===== src/rtl/ldl_pkg.sv =====
// Shared types and fixed-point constants for the LDL^T solve stage.
package ldl_pkg;

    localparam int unsigned LdlQ     = 24;
    localparam int unsigned LdlWidth = 32;

    // 1.0 in the signed Q-format used throughout the Kalman-gain datapath
    localparam logic [LdlWidth-1:0] LdlOne = LdlWidth'(1) <<< LdlQ;

    typedef enum logic [3:0] {
        IDLE,
        F_ROW,
        F_BRD,
        F_LADDR,
        F_MUL,
        F_ACC,
        F_SAVE,
        D_ADDR,
        D_REQ,
        D_WAIT,
        B_ROW,
        B_LADDR,
        B_MUL,
        B_ACC,
        B_SAVE,
        FINISH
    } ldl_state_e;

endpackage


===== src/rtl/ldl_solve.sv =====
// Solves L*D*L^T x = b: forward substitution, diagonal scaling through the
// shared external divider, then back substitution. y[] is reused in place
// for y, z and finally x; x is streamed out from x[N-1] down to x[0].
module ldl_solve
    import ldl_pkg::*;
#(
    parameter int unsigned N     = 3,
    parameter int unsigned Q     = LdlQ,
    parameter int unsigned WIDTH = LdlWidth,
    localparam int unsigned LAW  = $clog2(N * N),
    localparam int unsigned VW   = $clog2(N)
) (
    input  logic                 clk,
    input  logic                 rst_n,
    input  logic                 start,
    output logic                 busy,
    output logic                 done,
    output logic                 err,
    output logic [LAW-1:0]       l_addr,
    input  logic [WIDTH-1:0]     l_rdata,
    output logic [VW-1:0]        d_addr,
    input  logic [WIDTH-1:0]     d_rdata,
    output logic [VW-1:0]        b_addr,
    input  logic [WIDTH-1:0]     b_rdata,
    output logic                 div_start,
    output logic [2*WIDTH-1:0]   div_num,
    output logic [WIDTH-1:0]     div_den,
    input  logic [2*WIDTH-1:0]   div_quot,
    input  logic                 div_done,
    output logic                 x_we,
    output logic [VW-1:0]        x_addr,
    output logic [WIDTH-1:0]     x_wdata
);

    // Row/column counters must be able to hold N (j runs one past the last column)
    localparam int unsigned IW = $clog2(N + 1);

    ldl_state_e state_q, state_d;

    logic [WIDTH-1:0]          y_q [N];
    logic [WIDTH-1:0]          y_d [N];
    logic signed [2*WIDTH-1:0] prod_q, prod_d;
    logic [WIDTH-1:0]          acc_q, acc_d;
    logic [IW-1:0]             i_q, i_d, j_q, j_d;
    logic                      err_q, err_d;
    logic                      zero_q, zero_d;

    logic [VW-1:0]        i_idx, j_idx;
    logic                 i_last;
    logic [WIDTH-1:0]     mac_term;
    logic [2*WIDTH-1:0]   num_ext;
    logic                 unused_quot_hi;

    assign i_idx    = i_q[VW-1:0];
    assign j_idx    = j_q[VW-1:0];
    assign i_last   = (i_q == IW'(N - 1));
    // Arithmetic shift then wrap-around truncation; no saturation by design
    assign mac_term = WIDTH'(prod_q >>> Q);
    assign num_ext  = {{WIDTH{y_q[i_idx][WIDTH-1]}}, y_q[i_idx]} <<< Q;
    assign unused_quot_hi = ^div_quot[2*WIDTH-1:WIDTH];

    // State register
    always_ff @(posedge clk or negedge rst_n) begin
        if (!rst_n) begin
            state_q <= IDLE;
        end else begin
            state_q <= state_d;
        end
    end

    // Next-state sequencing of the three solve phases
    always_comb begin
        state_d = state_q;
        unique case (state_q)
            IDLE:    if (start) state_d = F_ROW;
            F_ROW:   state_d = F_BRD;
            F_BRD:   state_d = (i_q == '0) ? F_SAVE : F_LADDR;
            F_LADDR: state_d = F_MUL;
            F_MUL:   state_d = F_ACC;
            F_ACC:   state_d = ((j_q + IW'(1)) < i_q) ? F_LADDR : F_SAVE;
            F_SAVE:  state_d = i_last ? D_ADDR : F_ROW;
            D_ADDR:  state_d = D_REQ;
            D_REQ:   state_d = D_WAIT;
            D_WAIT:  if (div_done) state_d = i_last ? B_ROW : D_ADDR;
            B_ROW:   state_d = i_last ? B_SAVE : B_LADDR;
            B_LADDR: state_d = B_MUL;
            B_MUL:   state_d = B_ACC;
            B_ACC:   state_d = ((32'(j_q) + 32'd1) < N) ? B_LADDR : B_SAVE;
            B_SAVE:  state_d = (i_q == '0) ? FINISH : B_ROW;
            FINISH:  state_d = IDLE;
            default: state_d = IDLE;
        endcase
    end

    // Datapath registers
    always_ff @(posedge clk or negedge rst_n) begin
        if (!rst_n) begin
            for (int k = 0; k < int'(N); k++) begin
                y_q[k] <= '0;
            end
            prod_q <= '0;
            acc_q  <= '0;
            i_q    <= '0;
            j_q    <= '0;
            err_q  <= 1'b0;
            zero_q <= 1'b0;
        end else begin
            y_q    <= y_d;
            prod_q <= prod_d;
            acc_q  <= acc_d;
            i_q    <= i_d;
            j_q    <= j_d;
            err_q  <= err_d;
            zero_q <= zero_d;
        end
    end

    // Datapath next-state: MAC steps, saves and divider result capture
    always_comb begin
        y_d    = y_q;
        prod_d = prod_q;
        acc_d  = acc_q;
        i_d    = i_q;
        j_d    = j_q;
        err_d  = err_q;
        zero_d = zero_q;
        unique case (state_q)
            IDLE: begin
                if (start) begin
                    err_d = 1'b0;
                    i_d   = '0;
                    j_d   = '0;
                end
            end
            F_BRD: begin
                acc_d = b_rdata;
                j_d   = '0;
            end
            F_MUL, B_MUL: begin
                prod_d = $signed(l_rdata) * $signed(y_q[j_idx]);
            end
            F_ACC, B_ACC: begin
                acc_d = acc_q - mac_term;
                j_d   = j_q + IW'(1);
            end
            F_SAVE: begin
                y_d[i_idx] = acc_q;
                i_d        = i_last ? '0 : i_q + IW'(1);
            end
            D_REQ: begin
                // Divider is still kicked on a zero pivot; its answer is dropped
                zero_d = (d_rdata == '0);
                if (d_rdata == '0) begin
                    err_d = 1'b1;
                end
            end
            D_WAIT: begin
                if (div_done) begin
                    y_d[i_idx] = zero_q ? '0 : div_quot[WIDTH-1:0];
                    i_d        = i_last ? IW'(N - 1) : i_q + IW'(1);
                end
            end
            B_ROW: begin
                acc_d = y_q[i_idx];
                j_d   = i_q + IW'(1);
            end
            B_SAVE: begin
                y_d[i_idx] = acc_q;
                if (i_q != '0) begin
                    i_d = i_q - IW'(1);
                end
            end
            default: ;
        endcase
    end

    // Outputs decoded from the state register
    always_comb begin
        busy      = (state_q != IDLE);
        done      = (state_q == FINISH);
        err       = err_q;
        l_addr    = '0;
        d_addr    = '0;
        b_addr    = '0;
        div_start = 1'b0;
        div_num   = '0;
        div_den   = '0;
        x_we      = 1'b0;
        x_addr    = '0;
        x_wdata   = '0;
        unique case (state_q)
            F_ROW:   b_addr = i_idx;
            F_LADDR: l_addr = LAW'(32'(i_q) * N + 32'(j_q));
            B_LADDR: l_addr = LAW'(32'(j_q) * N + 32'(i_q));
            D_ADDR:  d_addr = i_idx;
            D_REQ: begin
                div_start = 1'b1;
                div_num   = num_ext;
                div_den   = d_rdata;
            end
            B_SAVE: begin
                x_we    = 1'b1;
                x_addr  = i_idx;
                x_wdata = acc_q;
            end
            default: ;
        endcase
    end

endmodule


===== config.mk =====
export PLATFORM = sky130hd
export DESIGN_NAME = ldl_solve
export DESIGN_NICKNAME = d
export VERILOG_FILES = /design/src/rtl/ldl_pkg.sv /design/src/rtl/ldl_solve.sv
export SDC_FILE = /design/constraint.sdc
export NUM_CORES = 2
export LEC_CHECK = 0
export ABC_AREA = 1
export CAP_MARGIN = 20
export CORE_MARGIN = 5
export CORE_UTILIZATION = 40
export CTS_CLUSTER_DIAMETER = 120
export DETAILED_ROUTE_END_ITERATION = 6
export MAX_ROUTING_LAYER = met4
export SLEW_MARGIN = 10
export SYNTH_ARGS = -nofsm -noshare
export SYNTH_HDL_FRONTEND = slang
export SYNTH_SLANG_ARGS = --single-unit

===== constraint.sdc =====
create_clock -name clk -period 7.3 [get_ports clk]
set_clock_uncertainty 0.1 [all_clocks]
set_input_delay 2.19 -clock clk [delete_from_list [all_inputs] [get_ports clk]]
set_output_delay 2.19 -clock clk [all_outputs]
set_load 0.1 [all_outputs]

==> impl_metrics.py <==
metrics = {
    "finish": {
        "final_nets": 7868,
        "area_delta_synth_final_pct": 35.4,
        "drive_above_1_share_pct": 26.7,
        "fillers": 10300,
        "seq_area_sq_um": 4250,
        "multi_input_area_sq_um": 37800,
    },
    "timing": {
        "whs_ps": 382,
        "slew_violations": 0,
        "finalCriticalPeriod_ps": 8410,
        "fin_ws_ps": -1110,
        "worst_pin_slew_ps": 1010,
        "rsz0062_at_grt": "true",
        "setup_viol": 32,
        "min_period_over_period_pct": 115,
        "slew_headroom_pct": 32.4,
        "hold_viol_final": 0,
        "fmax_mhz": 119,
    },
    "setup_path": {
        "crit_buf_inv": 9,
        "worstSetupPathType": "input pin to flop",
        "r2r-end": "prod_q[39]",
        "start_kind": "input pin",
        "crit_family": "adder cells",
        "slowest_stage": "fa_2",
        "end_kind": "flop",
        "arrival_ps": 8650,
        "cp_max_fo": 7,
        "critPathMaxStageDelay_ps": 590,
        "reg2reg_depth": 31,
        "required_ps": 7540,
        "rrSetupSlack_ps": -730,
        "timing.rr.start": "j_idx[1]",
        "path_common_cell": "fa_1",
    },
    "hold_path": {
        "holdPathStages": 2,
        "hold_end": "prod_q[34]",
        "min_from": "prod_q[34]",
        "hold_class": "flop to flop",
    },
    "floorplanning": {
        "coreArea_sq_um": 111000,
        "die_w_um": 344,
        "dieArea_sq_um": 119000,
        "start_util_pct": 40.4,
        "ios": 307,
        "core.rowCount": 122,
        "fp.dieH_um": 344,
    },
    "cts": {
        "cts_buffer_depth": 2,
        "htree_levels": 4,
        "cts_tree": "yes",
        "hold_buffers": 0,
        "cts_sinks": 170,
        "clk_pin_slew_worst_paths_ps": 90,
        "clock_latency_ps": 470,
        "root_buffer": "clkbuf_16",
        "cts_buffers": 17,
    },
    "synthesis": {
        "synth_edf_count": 0,
        "synthArstFlopShare_pct": 100,
        "synth-seq-area-share_pct": 9.51,
        "synth_flop_cell": "dfrtp_1",
        "syn_inst": 5667,
        "yosys_warnings": 0,
        "syn_area_sq_um": 44700,
        "synth_seq_cells": 170,
        "ys_types": 52,
        "syn_avg_cell_area_sq_um": 7.89,
    },
    "detailed_routing": {
        "vias": 40900,
        "drt.antenna.violating_nets": 0,
        "m1WireLength_um": 68900,
        "drt_iter0_markers": 3235,
        "vias_per_cell": 5.11,
        "drcViolationCount": 0,
        "met2_wirelength_um": 83800,
        "wl_um": 172000,
        "wl_met3_um": 10300,
        "routedWlPerCell_um": 21.5,
        "drt-pass1-iter-count": 6,
        "maxUsedRoutingLayer": "met4",
    },
    "global_route": {
        "groute.usage.overall_pct": 30.1,
        "grt_pass1_vias": 43300,
        "gr-total-overflow": 0,
        "antenna_found_initial": 3,
        "grt_max_degree": 70,
        "grt_pass1_wl_um": 262000,
    },
    "placement": {
        "post-dp-hpwl_um": 144000,
        "place.port_buffers": 250,
        "gp_congestion": 0.987,
    },
    "outcome": {
        "failed_checks": "negative setup slack",
        "status": "finished with violations",
    },
    "job": {
        "cap_violations": 0,
    },
}
-- worst max path at each step --
stage / from / end / slack [ps] / cells after the start
3_5_place_dp: l_rdata[31] / prod_q[55] / -2380 / 27
5_1_grt: l_rdata[31] / prod_q[42] / -1260 / 27
2_1_floorplan: l_rdata[31] / prod_q[42] / -970 / 24
3_3_place_gp: l_rdata[31] / prod_q[55] / -2400 / 27
4_1_cts: l_rdata[31] / prod_q[43] / -1100 / 28
6_report: l_rdata[31] / prod_q[43] / -1110 / 28
-- layout by cell type, fill, tap and decap left out, types with 10 or more instances in the layout --
cell	netlist	layout
conb_1	1	24
nand3b_1	17	17
o211ai_1	10	10
o21ai_1	10	30
buf_8	0	17
o21ai_4	0	13
nand2_2	4	76
a22oi_1	18	18
clkbuf_16	0	19
o21a_1	26	25
fa_2	0	122
dfrtp_1	170	170
nor2_1	734	566
nand3_1	129	112
a211oi_1	12	12
o21ai_2	5	38
nor3_1	23	15
xor2_1	10	10
ha_4	0	44
nand2_4	0	36
buf_12	0	123
nor2_4	0	79
nor4_1	15	11
inv_2	7	99
buf_6	0	117
a21oi_2	1	26
clkdlybuf4s50_1	0	141
o21ai_0	336	270
nand4_1	12	12
nand3_2	4	19
nor2_2	2	91
inv_1	1284	1173
a21oi_1	209	148
buf_4	35	661
fa_1	988	866
nand2_1	1033	920
ha_1	212	167
a21oi_4	0	36
-- metal layers --
metal / up-vias / GRT usage [%]
li1: 18400 / -
met1: 20700 / 38.3
met2: 1531 / 49.9
met3: 343 / 2.96
met4: 0 / 12.3
met5: - / -
-- flip-flops by register name (all words and copies together), names as in the netlist --
register / flops
prod_q: 32
zero_q: 1
err: 1
y_q: 96
state_q: 4
i_idx: 2
j_idx: 2
acc_q: 32
-- cell type report --
cell class              instances  area share (%)
diodes                          2         0.00827
clock buffers                  17           0.703
clock inverters                15           0.339
inverters                    1307            8.47
multi-input cells            3927            62.5
flip-flops and latches        170            7.03
well taps                    1488            3.08
repair buffers               1077            17.8
repair inverters                4          0.0661
-- cell usage after synthesis (7+ instances only) --
library cell     n  area share, %
inv_1         1284             11
nand2_1       1033            8.7
fa_1           988             44
nor2_1         734            6.2
o21ai_0        336            3.8
clkbuf_1       216            1.8
ha_1           212            5.9
a21oi_1        209            2.3
dfrtp_1        170            9.5
nand3_1        129            1.4
buf_4           35           0.59
buf_2           28           0.31
o21a_1          26           0.44
nor3_1          23           0.26
a22oi_1         18           0.30
nand3b_1        17           0.29
clkinv_1        16           0.13
nor4_1          15           0.21
or2_2           15           0.21
a211oi_1        12           0.20
a31oi_1         12           0.17
nand4_1         12           0.17
o21bai_1        11           0.18
a21o_1          10           0.17
o211ai_1        10           0.17
o21ai_1         10           0.11
xnor2_1         10           0.20
xor2_1          10           0.20
a21boi_0         9           0.15
inv_2            7          0.059
-- cells by family after synthesis --
group / Yosys count / share of synthesized area, %
adder cells (fa/ha/maj): 1200 / 50.2
flip-flops: 170 / 9.51
other: 1 / 0.00839
buffers and inverters: 1593 / 13.7
AND/OR/NAND/NOR: 1995 / 17.7
XOR/XNOR: 20 / 0.392
AO/OA/AOI/OAI: 688 / 8.47
-- tightest hold or removal path, cell delays in order (launching register included) --
cell     delay [ps]
dfrtp_1         350
nand2_1          50
nand2_1          50
-- repair_timing --
| action | in CTS | in global routing |
|---|---|---|
| resized for setup | 793 | 356 |
| setup buffers | 125 | 45 |
| hold endpoints to repair | 0 | 0 |
| endpoints found under the setup margin | 32 | 32 |
| cloned | 14 | 2 |
| pin swaps | 366 | 285 |
-- stage by stage --
step                util [%]  setup TNS [ps]  setup slack (ps)  instances  area (sq um)
floorplan                  -          -26520              -970       5690         46300
global placement        49.5          -66820             -2400       7806         54900
detailed placement      49.5          -68260             -2380       7806         54900
CTS                     53.3          -31070             -1100       7969         59000
global route            54.6          -36580             -1260       8007         60500
finish                  54.6          -30860             -1110       8007         60500
Power is not shown: default switching activity piles up to over one toggle a cycle in this logic, so the estimate is an artifact.
